File: src/rtl/sa_result_collector_if.sv
// Bus bundle for the systolic-array result collector: array-side capture
// inputs plus the byte-stream output and FIFO status.
interface sa_result_collector_if;
    logic        ena;
    logic        in_valid;
    logic [15:0] data_in1;
    logic [15:0] data_in2;
    logic [15:0] data_in3;
    logic [15:0] data_in4;
    logic [15:0] data_in5;
    logic [7:0]  out_data;
    logic        out_valid;
    logic        out_last;
    logic        out_ready;
    logic [2:0]  fifo_count;
    logic        overflow;

    // Collector side
    modport master (
        input  ena, in_valid, data_in1, data_in2, data_in3, data_in4, data_in5, out_ready,
        output out_data, out_valid, out_last, fifo_count, overflow
    );

    // Feeder / consumer side
    modport slave (
        output ena, in_valid, data_in1, data_in2, data_in3, data_in4, data_in5, out_ready,
        input  out_data, out_valid, out_last, fifo_count, overflow
    );
endinterface

File: src/rtl/sa_result_collector.sv
// Systolic-array result collector: deskews the five column-skewed lanes into
// one 80-bit row per tagged vector, buffers rows in a 4-deep FIFO and streams
// them out as ten bytes each over a valid/ready handshake.
module sa_result_collector (
    input  logic                 clk,
    input  logic                 clear,
    sa_result_collector_if.master bus
);
    localparam int unsigned LANES      = 5;
    localparam int unsigned DW         = 16;
    localparam int unsigned ARRAY_LAT  = 5;
    localparam int unsigned SKEW       = 1;
    localparam int unsigned FIFO_DEPTH = 4;
    localparam int unsigned TAG_LEN    = ARRAY_LAT + (LANES - 1) * SKEW;
    localparam int unsigned ROW_W      = LANES * DW;
    localparam int unsigned BYTES      = ROW_W / 8;
    localparam int unsigned PTR_W      = $clog2(FIFO_DEPTH);
    localparam int unsigned CNT_W      = PTR_W + 1;
    localparam int unsigned IDX_W      = 4;
    localparam int unsigned D1         = (LANES - 1) * SKEW;
    localparam int unsigned D2         = (LANES - 2) * SKEW;
    localparam int unsigned D3         = (LANES - 3) * SKEW;
    localparam int unsigned D4         = (LANES - 4) * SKEW;

    typedef enum logic [0:0] {IDLE, SEND} state_t;

    logic [TAG_LEN-1:0] r_tag;
    logic [DW-1:0]      r_l1 [D1];
    logic [DW-1:0]      r_l2 [D2];
    logic [DW-1:0]      r_l3 [D3];
    logic [DW-1:0]      r_l4 [D4];

    logic [ROW_W-1:0]   r_mem [FIFO_DEPTH];
    logic [PTR_W-1:0]   r_wr_ptr;
    logic [PTR_W-1:0]   r_rd_ptr;
    logic [CNT_W-1:0]   r_count;
    logic               r_overflow;

    state_t             r_state;
    logic [IDX_W-1:0]   r_idx;
    logic               r_out_valid;
    logic               r_out_last;
    logic [7:0]         r_out_data;

    logic [ROW_W-1:0]   w_row;
    logic               w_push_req;
    logic               w_push;
    logic               w_pop;
    logic [PTR_W-1:0]   w_rd_next;
    logic [CNT_W-1:0]   w_count_next;
    state_t             w_state_next;
    logic [IDX_W-1:0]   w_idx_next;
    logic [ROW_W-1:0]   w_head_next;
    logic               w_out_valid_next;
    logic               w_out_last_next;
    logic [7:0]         w_out_data_next;

    // Tag line and per-lane deskew delays, advancing only with the array
    always_ff @(posedge clk) begin
        if (!clear) begin
            r_tag <= '0;
            for (int i = 0; i < int'(D1); i++) r_l1[i] <= '0;
            for (int i = 0; i < int'(D2); i++) r_l2[i] <= '0;
            for (int i = 0; i < int'(D3); i++) r_l3[i] <= '0;
            for (int i = 0; i < int'(D4); i++) r_l4[i] <= '0;
        end else if (bus.ena) begin
            r_tag   <= {r_tag[TAG_LEN-2:0], bus.in_valid};
            r_l1[0] <= bus.data_in1;
            r_l2[0] <= bus.data_in2;
            r_l3[0] <= bus.data_in3;
            r_l4[0] <= bus.data_in4;
            for (int i = 1; i < int'(D1); i++) r_l1[i] <= r_l1[i-1];
            for (int i = 1; i < int'(D2); i++) r_l2[i] <= r_l2[i-1];
            for (int i = 1; i < int'(D3); i++) r_l3[i] <= r_l3[i-1];
            for (int i = 1; i < int'(D4); i++) r_l4[i] <= r_l4[i-1];
        end
    end

    // Row assembly, FIFO push/pop decisions and next head row
    always_comb begin
        w_row        = {bus.data_in5, r_l4[D4-1], r_l3[D3-1], r_l2[D2-1], r_l1[D1-1]};
        w_push_req   = bus.ena && r_tag[TAG_LEN-1];
        w_pop        = (r_state == SEND) && bus.out_ready && (r_idx == IDX_W'(BYTES - 1));
        w_push       = w_push_req && ((r_count != CNT_W'(FIFO_DEPTH)) || w_pop);
        w_rd_next    = w_pop ? PTR_W'(r_rd_ptr + PTR_W'(1)) : r_rd_ptr;
        w_count_next = r_count + CNT_W'(w_push) - CNT_W'(w_pop);
        // A row written this edge into the slot that becomes head is not yet in memory
        w_head_next  = (w_push && (r_wr_ptr == w_rd_next)) ? w_row : r_mem[w_rd_next];
    end

    // FIFO pointers, occupancy and sticky overflow
    always_ff @(posedge clk) begin
        if (!clear) begin
            r_wr_ptr   <= '0;
            r_rd_ptr   <= '0;
            r_count    <= '0;
            r_overflow <= 1'b0;
        end else begin
            if (w_push) r_wr_ptr <= PTR_W'(r_wr_ptr + PTR_W'(1));
            r_rd_ptr <= w_rd_next;
            r_count  <= w_count_next;
            if (w_push_req && !w_push) r_overflow <= 1'b1;
        end
    end

    // Row storage; contents are don't-care until written
    always_ff @(posedge clk) begin
        if (clear && w_push) r_mem[r_wr_ptr] <= w_row;
    end

    // Serializer next state, byte index and registered output values
    always_comb begin
        w_state_next     = r_state;
        w_idx_next       = r_idx;
        w_out_valid_next = 1'b0;
        w_out_last_next  = 1'b0;
        w_out_data_next  = '0;
        case (r_state)
            IDLE: begin
                if ((r_count != '0) || w_push) w_state_next = SEND;
            end
            SEND: begin
                if (bus.out_ready) begin
                    if (r_idx == IDX_W'(BYTES - 1)) begin
                        w_idx_next = '0;
                        if (w_count_next == '0) w_state_next = IDLE;
                    end else begin
                        w_idx_next = IDX_W'(r_idx + IDX_W'(1));
                    end
                end
            end
            default: w_state_next = IDLE;
        endcase
        if (w_state_next == SEND) begin
            w_out_valid_next = 1'b1;
            w_out_last_next  = (w_idx_next == IDX_W'(BYTES - 1));
            w_out_data_next  = w_head_next[{w_idx_next, 3'b000} +: 8];
        end
    end

    // Serializer state register and output registers
    always_ff @(posedge clk) begin
        if (!clear) begin
            r_state     <= IDLE;
            r_idx       <= '0;
            r_out_valid <= 1'b0;
            r_out_last  <= 1'b0;
            r_out_data  <= '0;
        end else begin
            r_state     <= w_state_next;
            r_idx       <= w_idx_next;
            r_out_valid <= w_out_valid_next;
            r_out_last  <= w_out_last_next;
            r_out_data  <= w_out_data_next;
        end
    end

    assign bus.out_data   = r_out_data;
    assign bus.out_valid  = r_out_valid;
    assign bus.out_last   = r_out_last;
    assign bus.fifo_count = r_count;
    assign bus.overflow   = r_overflow;
endmodule

File: src/flat_wrapper.sv
// flat-port wrapper written by rule: the top's interface ports become plain ports
module sa_result_collector_flat 
  (clk, clear, bus_ena, bus_in_valid, bus_data_in1, bus_data_in2, bus_data_in3, bus_data_in4, bus_data_in5, bus_out_ready, bus_out_data, bus_out_valid, bus_out_last, bus_fifo_count, bus_overflow);
  sa_result_collector_if bus_i ();
  input  logic clk;
  input  logic clear;
  input wire logic [$bits(bus_i.ena)-1:0] bus_ena;
  input wire logic [$bits(bus_i.in_valid)-1:0] bus_in_valid;
  input wire logic [$bits(bus_i.data_in1)-1:0] bus_data_in1;
  input wire logic [$bits(bus_i.data_in2)-1:0] bus_data_in2;
  input wire logic [$bits(bus_i.data_in3)-1:0] bus_data_in3;
  input wire logic [$bits(bus_i.data_in4)-1:0] bus_data_in4;
  input wire logic [$bits(bus_i.data_in5)-1:0] bus_data_in5;
  input wire logic [$bits(bus_i.out_ready)-1:0] bus_out_ready;
  output wire logic [$bits(bus_i.out_data)-1:0] bus_out_data;
  output wire logic [$bits(bus_i.out_valid)-1:0] bus_out_valid;
  output wire logic [$bits(bus_i.out_last)-1:0] bus_out_last;
  output wire logic [$bits(bus_i.fifo_count)-1:0] bus_fifo_count;
  output wire logic [$bits(bus_i.overflow)-1:0] bus_overflow;
  assign bus_i.ena = bus_ena;
  assign bus_i.in_valid = bus_in_valid;
  assign bus_i.data_in1 = bus_data_in1;
  assign bus_i.data_in2 = bus_data_in2;
  assign bus_i.data_in3 = bus_data_in3;
  assign bus_i.data_in4 = bus_data_in4;
  assign bus_i.data_in5 = bus_data_in5;
  assign bus_i.out_ready = bus_out_ready;
  assign bus_out_data = bus_i.out_data;
  assign bus_out_valid = bus_i.out_valid;
  assign bus_out_last = bus_i.out_last;
  assign bus_fifo_count = bus_i.fifo_count;
  assign bus_overflow = bus_i.overflow;
  sa_result_collector u_core (.clk(clk), .clear(clear), .bus(bus_i));
endmodule
File: config.mk
export PLATFORM = sky130hd
export DESIGN_NAME = sa_result_collector_flat
export DESIGN_NICKNAME = d
export VERILOG_FILES = /design/src/rtl/sa_result_collector_if.sv /design/src/rtl/sa_result_collector.sv /design/src/flat_wrapper.sv
export SDC_FILE = /design/constraint.sdc
export NUM_CORES = 1
export LEC_CHECK = 0
export ABC_AREA = 1
export CORE_MARGIN = 3
export CORE_UTILIZATION = 50
export DETAILED_ROUTE_END_ITERATION = 10
export DONT_BUFFER_PORTS = 1
export GPL_TIMING_DRIVEN = 0
export PLACE_DENSITY = 0.63
export SYNTH_ARGS = -nofsm -noshare
export SYNTH_HDL_FRONTEND = slang
export SYNTH_SLANG_ARGS = --single-unit
File: constraint.sdc
create_clock -name clk -period 19 [get_ports clk]
set_input_delay 1.9 -clock clk [delete_from_list [all_inputs] [get_ports clk]]
set_output_delay 1.9 -clock clk [all_outputs]
set_load 0.05 [all_outputs]
==> flow_results.xml, run 1 <==
<?xml version="1.0" encoding="UTF-8"?>
<metrics>
  <group name="clock_tree">
    <metric name="postCtsSetupBuffers" unit="">0</metric>
    <metric name="clkSinkCount" unit="">511</metric>
    <metric name="cts_repair_resize_count" unit="">0</metric>
    <metric name="cts_buffers" unit="">52</metric>
    <metric name="cts_tree" unit="">yes</metric>
    <metric name="clkTransAtPathRegs" unit="ns">0.06</metric>
    <metric name="worstSkewPairLatency" unit="ns">0.58</metric>
    <metric name="cts_htree_levels" unit="">2</metric>
    <metric name="clock-root-buffer" unit="">sky130_fd_sc_hd__clkbuf_16</metric>
    <metric name="clockBufferDepth" unit="">3</metric>
    <metric name="cts_hold_repair.buffers" unit="">0</metric>
  </group>
  <group name="floorplanning">
    <metric name="die_x" unit="um">212</metric>
    <metric name="placementRows" unit="">74</metric>
    <metric name="floorplan.initialDensity" unit="">0.512</metric>
    <metric name="ios" unit="">99</metric>
    <metric name="die-height" unit="um">212</metric>
    <metric name="placeableCoreArea" unit="um^2">41300</metric>
    <metric name="die_area" unit="um^2">44800</metric>
  </group>
  <group name="critical_path">
    <metric name="timing.critical_path.cells" unit="">nand2_1 &gt; inv_2 &gt; nand3_2 &gt; inv_1 &gt; ha_1 &gt; inv_1 &gt; ha_1 &gt; inv_1 &gt; fa_1 &gt; xnor2_1 &gt; inv_1 &gt; a41oi_1 &gt; and2_1 &gt; clkinv_1 &gt; nor4_1</metric>
    <metric name="cp-startpoint" unit="">bus_out_ready</metric>
    <metric name="path_max_fanout" unit="">9</metric>
    <metric name="r2r_end" unit="">u_core.bus.out_last</metric>
    <metric name="critPathKind" unit="">input pin to flop</metric>
    <metric name="worst_setup_path_start_kind" unit="">input pin</metric>
    <metric name="end_kind" unit="">flop</metric>
    <metric name="critPathSlowestCell" unit="">sky130_fd_sc_hd__fa_1</metric>
    <metric name="timing.rr.start" unit="">u_core.r_state</metric>
    <metric name="r2r.worst_path.cells" unit="">15</metric>
    <metric name="critPathCapture" unit="">u_core.bus.out_last</metric>
    <metric name="reg2reg_setup_slack" unit="ns">15.39</metric>
    <metric name="cp.required" unit="ns">19.46</metric>
    <metric name="critical_path.most_common_cell" unit="">sky130_fd_sc_hd__inv_1</metric>
    <metric name="arrival" unit="ns">4.58</metric>
    <metric name="worst_stage_delay_on_the_critical_path" unit="ns">0.40</metric>
  </group>
  <group name="pwr">
    <metric name="power.share.sequential" unit="">0.552</metric>
    <metric name="power.clock.fraction" unit="">0.432</metric>
    <metric name="pwr_density_cell" unit="nW/um^2">97.5</metric>
    <metric name="p_int" unit="mW">1.86</metric>
    <metric name="max-vdd-ir-drop" unit="V">0.0000768</metric>
    <metric name="comb_power_share" unit="">0.016</metric>
    <metric name="fin_total_pwr" unit="mW">2.32</metric>
    <metric name="netSwitchingFraction" unit="">0.197</metric>
    <metric name="power.static_leakage" unit="nW">9.14</metric>
    <metric name="net-switching-power" unit="mW">0.458</metric>
  </group>
  <group name="placement">
    <metric name="detailed_place_hpwl" unit="um">35500</metric>
    <metric name="gpl.final_weighted_congestion" unit="">0.893</metric>
    <metric name="place.detailed.instances" unit="">2430</metric>
    <metric name="io_buffers" unit="">0</metric>
  </group>
  <group name="timing">
    <metric name="fin_crit" unit="ns">4.11</metric>
    <metric name="totalNegativeSetupSlack" unit="ns">0</metric>
    <metric name="maxClockFrequency" unit="MHz">243</metric>
    <metric name="rsz0062_at_grt" unit="">no</metric>
    <metric name="report.final.slew_viol_count" unit="">0</metric>
    <metric name="hold_viol_final" unit="">0</metric>
    <metric name="report.final.setup_viol" unit="">0</metric>
    <metric name="timing.final.crit_share" unit="">0.216</metric>
    <metric name="holdWs" unit="ns">0.477</metric>
    <metric name="worst_slew_margin_rel" unit="">0.344</metric>
    <metric name="worst-slew-pin-transition" unit="ns">0.982</metric>
    <metric name="fin_worst_skew" unit="ns">0.0186</metric>
  </group>
  <group name="flow_run">
    <metric name="max_cap_viol_count" unit="">0</metric>
  </group>
  <group name="synthesis">
    <metric name="share_of_flip_flops_with_an_asynchronous_set_or_reset_after_synthesis" unit="">0</metric>
    <metric name="netlist_top_cells_count" unit="">480 x sky130_fd_sc_hd__edfxtp_1, 364 x sky130_fd_sc_hd__nand3_1, 271 x sky130_fd_sc_hd__nand2_1</metric>
    <metric name="synth_area_leaders" unit="">sky130_fd_sc_hd__edfxtp_1 68%, sky130_fd_sc_hd__nand3_1 8.6%, sky130_fd_sc_hd__nand2_1 4.8%</metric>
    <metric name="post_synth_num_cell_types" unit="">36</metric>
    <metric name="synth_enable_flop_cells" unit="">480</metric>
    <metric name="ys_flop_type" unit="">sky130_fd_sc_hd__edfxtp_1</metric>
    <metric name="syn-cell-area" unit="um^2">21100</metric>
    <metric name="synthesis_stage_register_bit_count" unit="">511</metric>
    <metric name="synthMostInstantiatedCell" unit="">sky130_fd_sc_hd__edfxtp_1</metric>
    <metric name="synthDominantCellAreaShare" unit="">0.682</metric>
    <metric name="syn-instance-count" unit="">1884</metric>
    <metric name="postSynthNetCount" unit="">1976</metric>
    <metric name="yosys.area.top_type" unit="">sky130_fd_sc_hd__edfxtp_1</metric>
    <metric name="syn_area_per_cell" unit="um^2">11.2</metric>
    <metric name="yosysWarnings" unit="">0</metric>
    <metric name="seq_area_frac_synth" unit="">0.711</metric>
  </group>
  <group name="route">
    <metric name="initialDrtViolationCount" unit="">1448</metric>
    <metric name="detail_route.vias_per_cell" unit="">5.48</metric>
    <metric name="route.vias.total" unit="">13800</metric>
    <metric name="drt.antenna.violating_nets" unit="">0</metric>
    <metric name="drt-wirelength-per-cell" unit="um">20.3</metric>
    <metric name="drt-pass1-iter-count" unit="">8</metric>
    <metric name="drcViolationCount" unit="">0</metric>
    <metric name="detail_route.wirelength" unit="um">51300</metric>
  </group>
  <group name="hold_path">
    <metric name="worst_hold_path_type" unit="">flop to flop</metric>
  </group>
  <group name="layout">
    <metric name="syn2layout_area_growth" unit="%">12.6</metric>
    <metric name="final_cells" unit="">2526</metric>
    <metric name="n_antenna_cell" unit="">0</metric>
    <metric name="nNetsFinal" unit="">2044</metric>
    <metric name="share_of_layout_cells_above_drive_strength_1" unit="">0.0913</metric>
  </group>
  <group name="global_routing">
    <metric name="track_usage" unit="">0.230</metric>
    <metric name="grt_first_pass_wirelength" unit="um">77700</metric>
    <metric name="overflow" unit="">0</metric>
    <metric name="grt_max_degree" unit="">57</metric>
    <metric name="grt_util_met1" unit="">0.322</metric>
    <metric name="global_route.usage.met3" unit="">0.0431</metric>
    <metric name="grt.met2_usage" unit="">0.369</metric>
    <metric name="grt_antenna_before_repair" unit="">0</metric>
    <metric name="layer_carrying_the_most_global_route_usage" unit="">met2</metric>
    <metric name="first_global_vias" unit="">13300</metric>
  </group>
  <group name="run_status">
    <metric name="run_status" unit="">completed</metric>
  </group>
</metrics>
==> power groups by stage <==
stage	clock (mW)	sequential, mW	combinational [mW]
3_3_place_gp	0	1.31	0.0347
3_5_place_dp	0	1.30	0.0375
6_report	1.00	1.28	0.0371
4_1_cts	1.02	1.28	0.0378
2_1_floorplan	0	1.30	0.0258
5_1_grt	1.07	1.28	0.0430
==> metal layers <==
metal  wire length [um]  vias to the layer above
li1                   -                     6532
met1              21700                     6627
met2              24000                      583
met3               4070                       98
met4               1470                        0
met5                  0                        -
==> cell type report <==
type	count	area, um^2
Fill cell	3340	17500
Sequential cell	511	15000
Multi-Input combinational cell	1043	4800
Clock buffer	67	1380
Inverter	226	851
Tap cell	532	666
Buffer	104	489
Timing Repair Buffer	14	295
Clock inverter	29	287
==> layout by cell type, fill, tap and decap left out, drive strengths merged, types with 8 or more instances in the layout <==
| cell type | netlist | layout |
|---|---|---|
| clkbuf | 34 | 101 |
| buf | 70 | 84 |
| a21oi | 27 | 27 |
| o211ai | 16 | 16 |
| or2 | 17 | 17 |
| o21ai | 54 | 54 |
| nor2 | 255 | 255 |
| o22ai | 8 | 8 |
| nand2 | 278 | 278 |
| clkinv | 4 | 25 |
| inv | 222 | 223 |
| dfxtp | 31 | 31 |
| nand3b | 8 | 8 |
| nand3 | 365 | 365 |
| edfxtp | 480 | 480 |
==> kinds of logic after synthesis <==
| family | Yosys count | share of synthesized area |
|---|---|---|
| DFF | 511 | 0.711 |
| AOI/OAI and AO/OA | 107 | 0.0280 |
| buffers and inverters | 330 | 0.0632 |
| xor gates and xnor gates | 3 | 0.00124 |
| adders and majority gates | 7 | 0.00450 |
| and+or+nand+nor | 926 | 0.192 |
==> critical path: cells and delay by family <==
kind	cells	cell delay, ns
AOI/OAI and AO/OA	1	0.14
xor gates and xnor gates	1	0.17
adders and majority gates	3	0.76
buffers and inverters	6	0.72
and+or+nand+nor	4	0.90
==> worst min-delay path by stage <==
stage,from,endpoint,slack (ns),depth (start not counted)
floorplan,u_core.r_tag[8],u_core.r_tag[8],0.44,2
global placement,u_core.r_tag[8],u_core.r_tag[8],0.46,2
detailed placement,u_core.r_tag[7],u_core.r_tag[7],0.47,2
CTS,u_core.r_tag[8],u_core.r_tag[8],0.48,2
global route,u_core.r_tag[1],u_core.r_tag[1],0.49,2
finish,u_core.r_tag[7],u_core.r_tag[7],0.48,2
==> state kept, by name (all words and copies together), names as in the netlist, 2 cells and up <==
| signal | count |
|---|---|
| u_core.r_mem | 320 |
| u_core.r_l1 | 64 |
| u_core.r_l2 | 48 |
| u_core.r_l3 | 32 |
| u_core.r_l4 | 16 |
| u_core.r_tag | 9 |
| u_core.bus.out_data | 8 |
| u_core.r_idx | 4 |
| u_core.bus.fifo_count | 3 |
| u_core.r_rd_ptr | 2 |
| u_core.r_wr_ptr | 2 |
==> through the flow <==
stage          utilization  worst slack [ns]  area [um^2]
3_5_place_dp         0.536             14.32        22100
3_3_place_gp         0.528              9.42        21800
5_1_grt              0.576             14.63        23800
6_report             0.576             14.89        23800
2_1_floorplan            -             11.57        21100
4_1_cts              0.576             14.90        23800
Power figures use the tool's default switching activity.
==> run 2: changes to the inputs <==
==> constraint.sdc (replaced) <==
create_clock -name clk -period 3.81 [get_ports clk]
set_input_delay 0.381 -clock clk [delete_from_list [all_inputs] [get_ports clk]]
set_output_delay 0.381 -clock clk [all_outputs]
set_load 0.05 [all_outputs]
==> flow_results.xml, run 2 (synthesized netlist as in run 1, its figures left out) <==
<?xml version="1.0" encoding="UTF-8"?>
<metrics>
  <group name="timing">
    <metric name="rsz0062_at_grt" unit="">no</metric>
    <metric name="maxClockFrequency" unit="MHz">297</metric>
    <metric name="report.final.slew_viol_count" unit="">0</metric>
    <metric name="worst-slew-pin-transition" unit="ns">0.985</metric>
    <metric name="worst_slew_margin_rel" unit="">0.342</metric>
    <metric name="timing.final.crit_share" unit="">0.883</metric>
    <metric name="timing.final.ws_setup" unit="ns">0.446</metric>
    <metric name="fin_crit" unit="ns">3.36</metric>
    <metric name="hold_viol_final" unit="">0</metric>
    <metric name="report.final.setup_viol" unit="">0</metric>
    <metric name="fin_worst_skew" unit="ns">0.0144</metric>
  </group>
  <group name="global_routing">
    <metric name="grt_antenna_before_repair" unit="">1</metric>
    <metric name="track_usage" unit="">0.237</metric>
    <metric name="grt_max_degree" unit="">120</metric>
    <metric name="grt_first_pass_wirelength" unit="um">80200</metric>
    <metric name="first_global_vias" unit="">13800</metric>
    <metric name="overflow" unit="">0</metric>
  </group>
  <group name="clock_tree">
    <metric name="clkSinkCount" unit="">511</metric>
    <metric name="cts_htree_levels" unit="">2</metric>
    <metric name="clock-root-buffer" unit="">sky130_fd_sc_hd__clkbuf_16</metric>
    <metric name="postCtsSetupBuffers" unit="">0</metric>
    <metric name="cts_tree" unit="">yes</metric>
    <metric name="clockBufferDepth" unit="">3</metric>
    <metric name="clkTransAtPathRegs" unit="ns">0.06</metric>
    <metric name="worstSkewPairLatency" unit="ns">0.59</metric>
    <metric name="cts_buffers" unit="">53</metric>
  </group>
  <group name="floorplanning">
    <metric name="ios" unit="">99</metric>
    <metric name="floorplan.initialDensity" unit="">0.512</metric>
    <metric name="die-height" unit="um">212</metric>
    <metric name="die_x" unit="um">212</metric>
    <metric name="die_area" unit="um^2">44800</metric>
    <metric name="placeableCoreArea" unit="um^2">41300</metric>
    <metric name="placementRows" unit="">74</metric>
  </group>
  <group name="critical_path">
    <metric name="cp.required" unit="ns">4.27</metric>
    <metric name="critPathSlowestCell" unit="">sky130_fd_sc_hd__dfxtp_2</metric>
    <metric name="timing.critical_path.cells" unit="">nand2_1 &gt; inv_2 &gt; nand3_2 &gt; inv_1 &gt; ha_1 &gt; inv_1 &gt; ha_1 &gt; inv_1 &gt; fa_1 &gt; xnor2_1 &gt; inv_1 &gt; a41oi_1 &gt; and2_1 &gt; clkinv_1 &gt; nor4_1</metric>
    <metric name="end_kind" unit="">flop</metric>
    <metric name="path_max_fanout" unit="">9</metric>
    <metric name="critPathKind" unit="">flop to flop</metric>
    <metric name="critical_path.most_common_cell" unit="">sky130_fd_sc_hd__inv_1</metric>
    <metric name="worst_stage_delay_on_the_critical_path" unit="ns">0.50</metric>
    <metric name="arrival" unit="ns">3.82</metric>
    <metric name="worst_setup_path_start_kind" unit="">flop</metric>
  </group>
  <group name="route">
    <metric name="detail_route.vias_per_cell" unit="">5.48</metric>
    <metric name="route.vias.total" unit="">14200</metric>
    <metric name="met3RoutedLength" unit="um">4560</metric>
    <metric name="drcViolationCount" unit="">0</metric>
    <metric name="drt.antenna.violating_nets" unit="">0</metric>
    <metric name="drt-wirelength-per-cell" unit="um">20.4</metric>
    <metric name="met1Wirelength" unit="um">21800</metric>
    <metric name="highest-signal-layer" unit="">met5</metric>
    <metric name="drt-pass1-iter-count" unit="">5</metric>
    <metric name="initialDrtViolationCount" unit="">1564</metric>
    <metric name="detail_route.wirelength" unit="um">52800</metric>
    <metric name="met2_wire_len" unit="um">24900</metric>
  </group>
  <group name="layout">
    <metric name="fin_area" unit="um^2">24400</metric>
    <metric name="final_cells" unit="">2584</metric>
    <metric name="syn2layout_area_growth" unit="%">15.3</metric>
    <metric name="layout_top_registers" unit="">u_core.r_mem: 320 flops, u_core.r_l1: 64 flops, u_core.r_l2: 48 flops</metric>
    <metric name="final-seq-area" unit="um^2">15000</metric>
    <metric name="register_bank_with_the_most_flops" unit="">u_core.r_mem</metric>
    <metric name="highest_count_cells_in_the_layout_ignoring_fill_and_taps" unit="">480 x sky130_fd_sc_hd__edfxtp_1, 364 x sky130_fd_sc_hd__nand3_1, 271 x sky130_fd_sc_hd__nand2_1</metric>
    <metric name="nFillCells" unit="">3367</metric>
    <metric name="nNetsFinal" unit="">2098</metric>
    <metric name="layout.cells.most_common" unit="">sky130_fd_sc_hd__edfxtp_1</metric>
    <metric name="total_area_of_multi_input_combinational_cells" unit="um^2">4800</metric>
    <metric name="largest_register_ffs" unit="">320</metric>
    <metric name="share_of_layout_cells_above_drive_strength_1" unit="">0.0912</metric>
  </group>
  <group name="placement">
    <metric name="io_buffers" unit="">0</metric>
    <metric name="detailed_place_hpwl" unit="um">35300</metric>
    <metric name="gpl.final_weighted_congestion" unit="">0.932</metric>
    <metric name="post_place_setup_slack" unit="ns">0.221</metric>
    <metric name="place.detailed.instances" unit="">2428</metric>
    <metric name="dpl_cell_area" unit="um^2">22100</metric>
  </group>
  <group name="flow_run">
    <metric name="max_cap_viol_count" unit="">0</metric>
  </group>
  <group name="pwr">
    <metric name="pwr_density_cell" unit="nW/um^2">478</metric>
    <metric name="power.static_leakage" unit="nW">9.36</metric>
    <metric name="max-vdd-ir-drop" unit="V">0.000333</metric>
  </group>
  <group name="run_status">
    <metric name="run_status" unit="">completed</metric>
  </group>
  <group name="hold_path">
    <metric name="worst_hold_path_type" unit="">input pin to flop</metric>
  </group>
</metrics>
[run 2: changes by cell type in the layout (fill, tap and decap cells not counted), moves of 3 or more]
| cell | change |
|---|---|
| sky130_fd_sc_hd__dlygate4sd3_1 | +55 |
| sky130_fd_sc_hd__clkbuf_1 | -4 |
| sky130_fd_sc_hd__buf_12 | -3 |
| sky130_fd_sc_hd__clkinvlp_4 | +3 |
[run 2: metrics by stage]
stage	total power [mW]	utilization	TNS (ns)	hold slack [ns]
floorplan	6.58	-	-467.37	0.443
global placement	6.68	0.528	-1533.27	0.456
detailed placement	6.68	0.535	0	0.458
CTS	11.7	0.590	0	0.000624
global route	12.0	0.590	0	0.0152
finish	11.6	0.590	0	0.0271
[run 2: layout make-up]
cell class,instances,share of cell area
clock inverter,34,0.0112
buffer,104,0.0203
antenna,1,0.000103
clock buffer,66,0.0586
sequential,511,0.617
tap,532,0.0273
timing repair buffer,67,0.0334
inverter,226,0.0349
multi-input combinational,1043,0.197
[run 2: where the power goes]
part / total, mW / internal [mW] / switching, mW
Sequential: 6.39 / 6.28 / 0.106
Clock: 5.03 / 2.93 / 2.10
Combinational: 0.233 / 0.0883 / 0.145
Total: 11.6 / 9.29 / 2.36
[run 2: what timing repair did]
item,4_1_cts,5_1_grt
hold buffers,55,0
endpoints found under the hold margin,102,0
resized for setup,0,1
endpoints found under the setup margin,0,1
[run 2: routing by layer]
metal / track usage / vias up
met3: 0.0443 / 106
met5: 0 / -
met1: 0.326 / 6770
met2: 0.382 / 644
met4: 0.0861 / 2
li1: - / 6651
[run 2: critical path, delay by kind of cell, from the launching register on]
family	cells	cell delay [ns]
DFF	1	0.50
buffers and inverters	6	0.67
AOI/OAI and AO/OA	1	0.14
adders and majority gates	3	0.75
and+or+nand+nor	4	1.00
xor gates and xnor gates	1	0.16
[run 2: worst paths after layout]
kind | from | endpoint | slack (ns) | depth (start not counted)
worst max-delay path | u_core.r_state | u_core.bus.out_last | 0.45 | 15
worst min-delay path | bus_data_in2[7] | u_core.r_l2[0][7] | 0.03 | 2
worst max register to register | u_core.r_state | u_core.bus.out_last | 0.45 | 15
worst min register to register | u_core.r_tag[8] | u_core.r_tag[8] | 0.47 | 2
==> run 3: changes to the inputs <==
--- a/config.mk
+++ b/config.mk
@@ -7,11 +7,11 @@
 export LEC_CHECK = 0
 export ABC_AREA = 1
 export CORE_MARGIN = 3
-export CORE_UTILIZATION = 50
+export CORE_UTILIZATION = 60
 export DETAILED_ROUTE_END_ITERATION = 10
 export DONT_BUFFER_PORTS = 1
 export GPL_TIMING_DRIVEN = 0
-export PLACE_DENSITY = 0.63
+export PLACE_DENSITY = 0.74
 export SYNTH_ARGS = -nofsm -noshare
 export SYNTH_HDL_FRONTEND = slang
 export SYNTH_SLANG_ARGS = --single-unit
==> flow_results.xml, run 3 (synthesized netlist as in run 1, its figures left out) <==
<?xml version="1.0" encoding="UTF-8"?>
<metrics>
  <group name="layout">
    <metric name="nNetsFinal" unit="">2108</metric>
    <metric name="largest_register_ffs" unit="">320</metric>
    <metric name="layout_top_registers" unit="">u_core.r_mem: 320 flops, u_core.r_l1: 64 flops, u_core.r_l2: 48 flops</metric>
    <metric name="highest_count_cells_in_the_layout_ignoring_fill_and_taps" unit="">480 x sky130_fd_sc_hd__edfxtp_1, 364 x sky130_fd_sc_hd__nand3_1, 271 x sky130_fd_sc_hd__nand2_1</metric>
    <metric name="layout.cells.most_common" unit="">sky130_fd_sc_hd__edfxtp_1</metric>
    <metric name="nFillCells" unit="">2384</metric>
    <metric name="n_antenna_cell" unit="">0</metric>
    <metric name="final_cells" unit="">2512</metric>
    <metric name="share_of_layout_cells_above_drive_strength_1" unit="">0.0890</metric>
    <metric name="register_bank_with_the_most_flops" unit="">u_core.r_mem</metric>
    <metric name="syn2layout_area_growth" unit="%">15.1</metric>
  </group>
  <group name="timing">
    <metric name="timing.final.crit_share" unit="">0.903</metric>
    <metric name="report.final.setup_viol" unit="">0</metric>
    <metric name="fin_crit" unit="ns">3.44</metric>
    <metric name="worst-slew-pin-transition" unit="ns">0.762</metric>
    <metric name="totalNegativeSetupSlack" unit="ns">0</metric>
    <metric name="worst_slew_margin_rel" unit="">0.492</metric>
    <metric name="holdWs" unit="ns">0.0235</metric>
    <metric name="rsz0062_at_grt" unit="">no</metric>
    <metric name="hold_viol_final" unit="">0</metric>
    <metric name="maxClockFrequency" unit="MHz">291</metric>
    <metric name="fin_worst_skew" unit="ns">0.0141</metric>
    <metric name="report.final.slew_viol_count" unit="">0</metric>
  </group>
  <group name="critical_path">
    <metric name="timing.critical_path.cells" unit="">nand2_1 &gt; inv_2 &gt; nand3_2 &gt; inv_1 &gt; ha_1 &gt; inv_1 &gt; ha_1 &gt; inv_1 &gt; fa_1 &gt; xnor2_1 &gt; inv_1 &gt; a41oi_1 &gt; and2_1 &gt; clkinv_1 &gt; nor4_1</metric>
    <metric name="cp-startpoint" unit="">u_core.r_state</metric>
    <metric name="crit_buf_inv" unit="">6</metric>
    <metric name="worst_setup_path_start_kind" unit="">flop</metric>
    <metric name="path_max_fanout" unit="">9</metric>
    <metric name="timing.rr.start" unit="">u_core.r_state</metric>
    <metric name="critical_path.most_common_cell" unit="">sky130_fd_sc_hd__inv_1</metric>
    <metric name="arrival" unit="ns">3.89</metric>
    <metric name="cp.required" unit="ns">4.26</metric>
    <metric name="worst_stage_delay_on_the_critical_path" unit="ns">0.51</metric>
    <metric name="critPathSlowestCell" unit="">sky130_fd_sc_hd__dfxtp_2</metric>
    <metric name="end_kind" unit="">flop</metric>
    <metric name="cpLargestDelayFamily" unit="">simple AND/OR/NAND/NOR gates</metric>
    <metric name="critPathKind" unit="">flop to flop</metric>
  </group>
  <group name="pwr">
    <metric name="max-vdd-ir-drop" unit="V">0.000383</metric>
    <metric name="fin_total_pwr" unit="mW">11.4</metric>
    <metric name="pwr_density_cell" unit="nW/um^2">471</metric>
    <metric name="power.static_leakage" unit="nW">9.39</metric>
  </group>
  <group name="global_routing">
    <metric name="global_route.usage.met3" unit="">0.0490</metric>
    <metric name="grt.met2_usage" unit="">0.434</metric>
    <metric name="grt_first_pass_wirelength" unit="um">78200</metric>
    <metric name="overflow" unit="">0</metric>
    <metric name="track_usage" unit="">0.270</metric>
    <metric name="layer_carrying_the_most_global_route_usage" unit="">met2</metric>
    <metric name="grt_max_degree" unit="">125</metric>
    <metric name="grt_antenna_before_repair" unit="">0</metric>
    <metric name="first_global_vias" unit="">14000</metric>
    <metric name="grt_util_met1" unit="">0.360</metric>
  </group>
  <group name="route">
    <metric name="drt-pass1-iter-count" unit="">5</metric>
    <metric name="initialDrtViolationCount" unit="">1483</metric>
    <metric name="route.vias.total" unit="">14400</metric>
    <metric name="drcViolationCount" unit="">0</metric>
    <metric name="drt-wirelength-per-cell" unit="um">20.4</metric>
    <metric name="detail_route.vias_per_cell" unit="">5.72</metric>
    <metric name="detail_route.wirelength" unit="um">51200</metric>
    <metric name="drt.antenna.violating_nets" unit="">0</metric>
  </group>
  <group name="clock_tree">
    <metric name="clkSinkCount" unit="">511</metric>
    <metric name="cts_htree_levels" unit="">2</metric>
    <metric name="clkTransAtPathRegs" unit="ns">0.06</metric>
    <metric name="cts_tree" unit="">yes</metric>
    <metric name="cts_buffers" unit="">51</metric>
    <metric name="postCtsSetupBuffers" unit="">0</metric>
    <metric name="clock-root-buffer" unit="">sky130_fd_sc_hd__clkbuf_16</metric>
    <metric name="worstSkewPairLatency" unit="ns">0.59</metric>
    <metric name="clockBufferDepth" unit="">3</metric>
  </group>
  <group name="placement">
    <metric name="place.detailed.instances" unit="">2352</metric>
    <metric name="io_buffers" unit="">0</metric>
    <metric name="gpl.final_weighted_congestion" unit="">0.912</metric>
    <metric name="detailed_place_hpwl" unit="um">34100</metric>
  </group>
  <group name="floorplanning">
    <metric name="die_area" unit="um^2">37500</metric>
    <metric name="die-height" unit="um">194</metric>
    <metric name="placementRows" unit="">68</metric>
    <metric name="floorplan.initialDensity" unit="">0.611</metric>
    <metric name="placeableCoreArea" unit="um^2">34600</metric>
    <metric name="ios" unit="">99</metric>
    <metric name="die_x" unit="um">194</metric>
  </group>
  <group name="hold_path">
    <metric name="hold_path_startpoint" unit="">bus_data_in4[10]</metric>
    <metric name="worst_hold_path_type" unit="">input pin to flop</metric>
  </group>
  <group name="run_status">
    <metric name="run_status" unit="">completed</metric>
  </group>
  <group name="flow_run">
    <metric name="max_cap_viol_count" unit="">0</metric>
  </group>
</metrics>
run 3: worst register-to-register path, delay by kind of cell (launching register included):
kind	cells	cell delay (ns)
compound gates	1	0.16
xor+xnor	1	0.18
fa+ha+maj	3	0.78
buf+inv	6	0.71
flops	1	0.51
simple gates	4	1.00
run 3: power by group:
part,internal [mW],switching [mW]
clock network,2.80,2.04
logic,0.0956,0.144
registers,6.28,0.0941
run 3: worst paths after layout:
kind	end	slack (ns)	cells past startpoint
worst min register to register	u_core.r_tag[8]	0.47	2
worst max-delay path	u_core.bus.out_last	0.37	15
worst max register to register	u_core.bus.out_last	0.37	15
worst min-delay path	u_core.r_l4[0][10]	0.02	2
run 3: repair_timing:
item | 4_1_cts | 5_1_grt
gates resized for setup | 0 | 1
setup endpoints to repair | 0 | 1
hold endpoints to repair | 113 | 0
hold buffers | 66 | 0
run 3: layer usage:
metal | vias to the layer above | wire length [um]
li1 | 6656 | -
met1 | 6768 | 19900
met2 | 808 | 24200
met3 | 148 | 4880
met4 | 0 | 2270
met5 | - | 0
run 3: cell type report:
| class | count | area (um^2) | share of cell area |
|---|---|---|---|
| buffer | 104 | 495 | 0.0204 |
| clock buffer | 67 | 1370 | 0.0562 |
| clock inverter | 27 | 244 | 0.0100 |
| inverter | 226 | 851 | 0.0350 |
| multi-input combinational | 1043 | 4800 | 0.197 |
| sequential | 511 | 15000 | 0.618 |
| tap | 455 | 569 | 0.0234 |
| timing repair buffer | 79 | 966 | 0.0397 |
run 3: stage by stage:
step / utilization / worst slack (ns) / instance area, um^2
finish: 0.703 / 0.371 / 24300
global route: 0.703 / 0.231 / 24300
CTS: 0.703 / 0.157 / 24300
detailed placement: 0.637 / 0.185 / 22100
global placement: 0.627 / -4.33 / 21700
floorplan: - / -1.46 / 21100
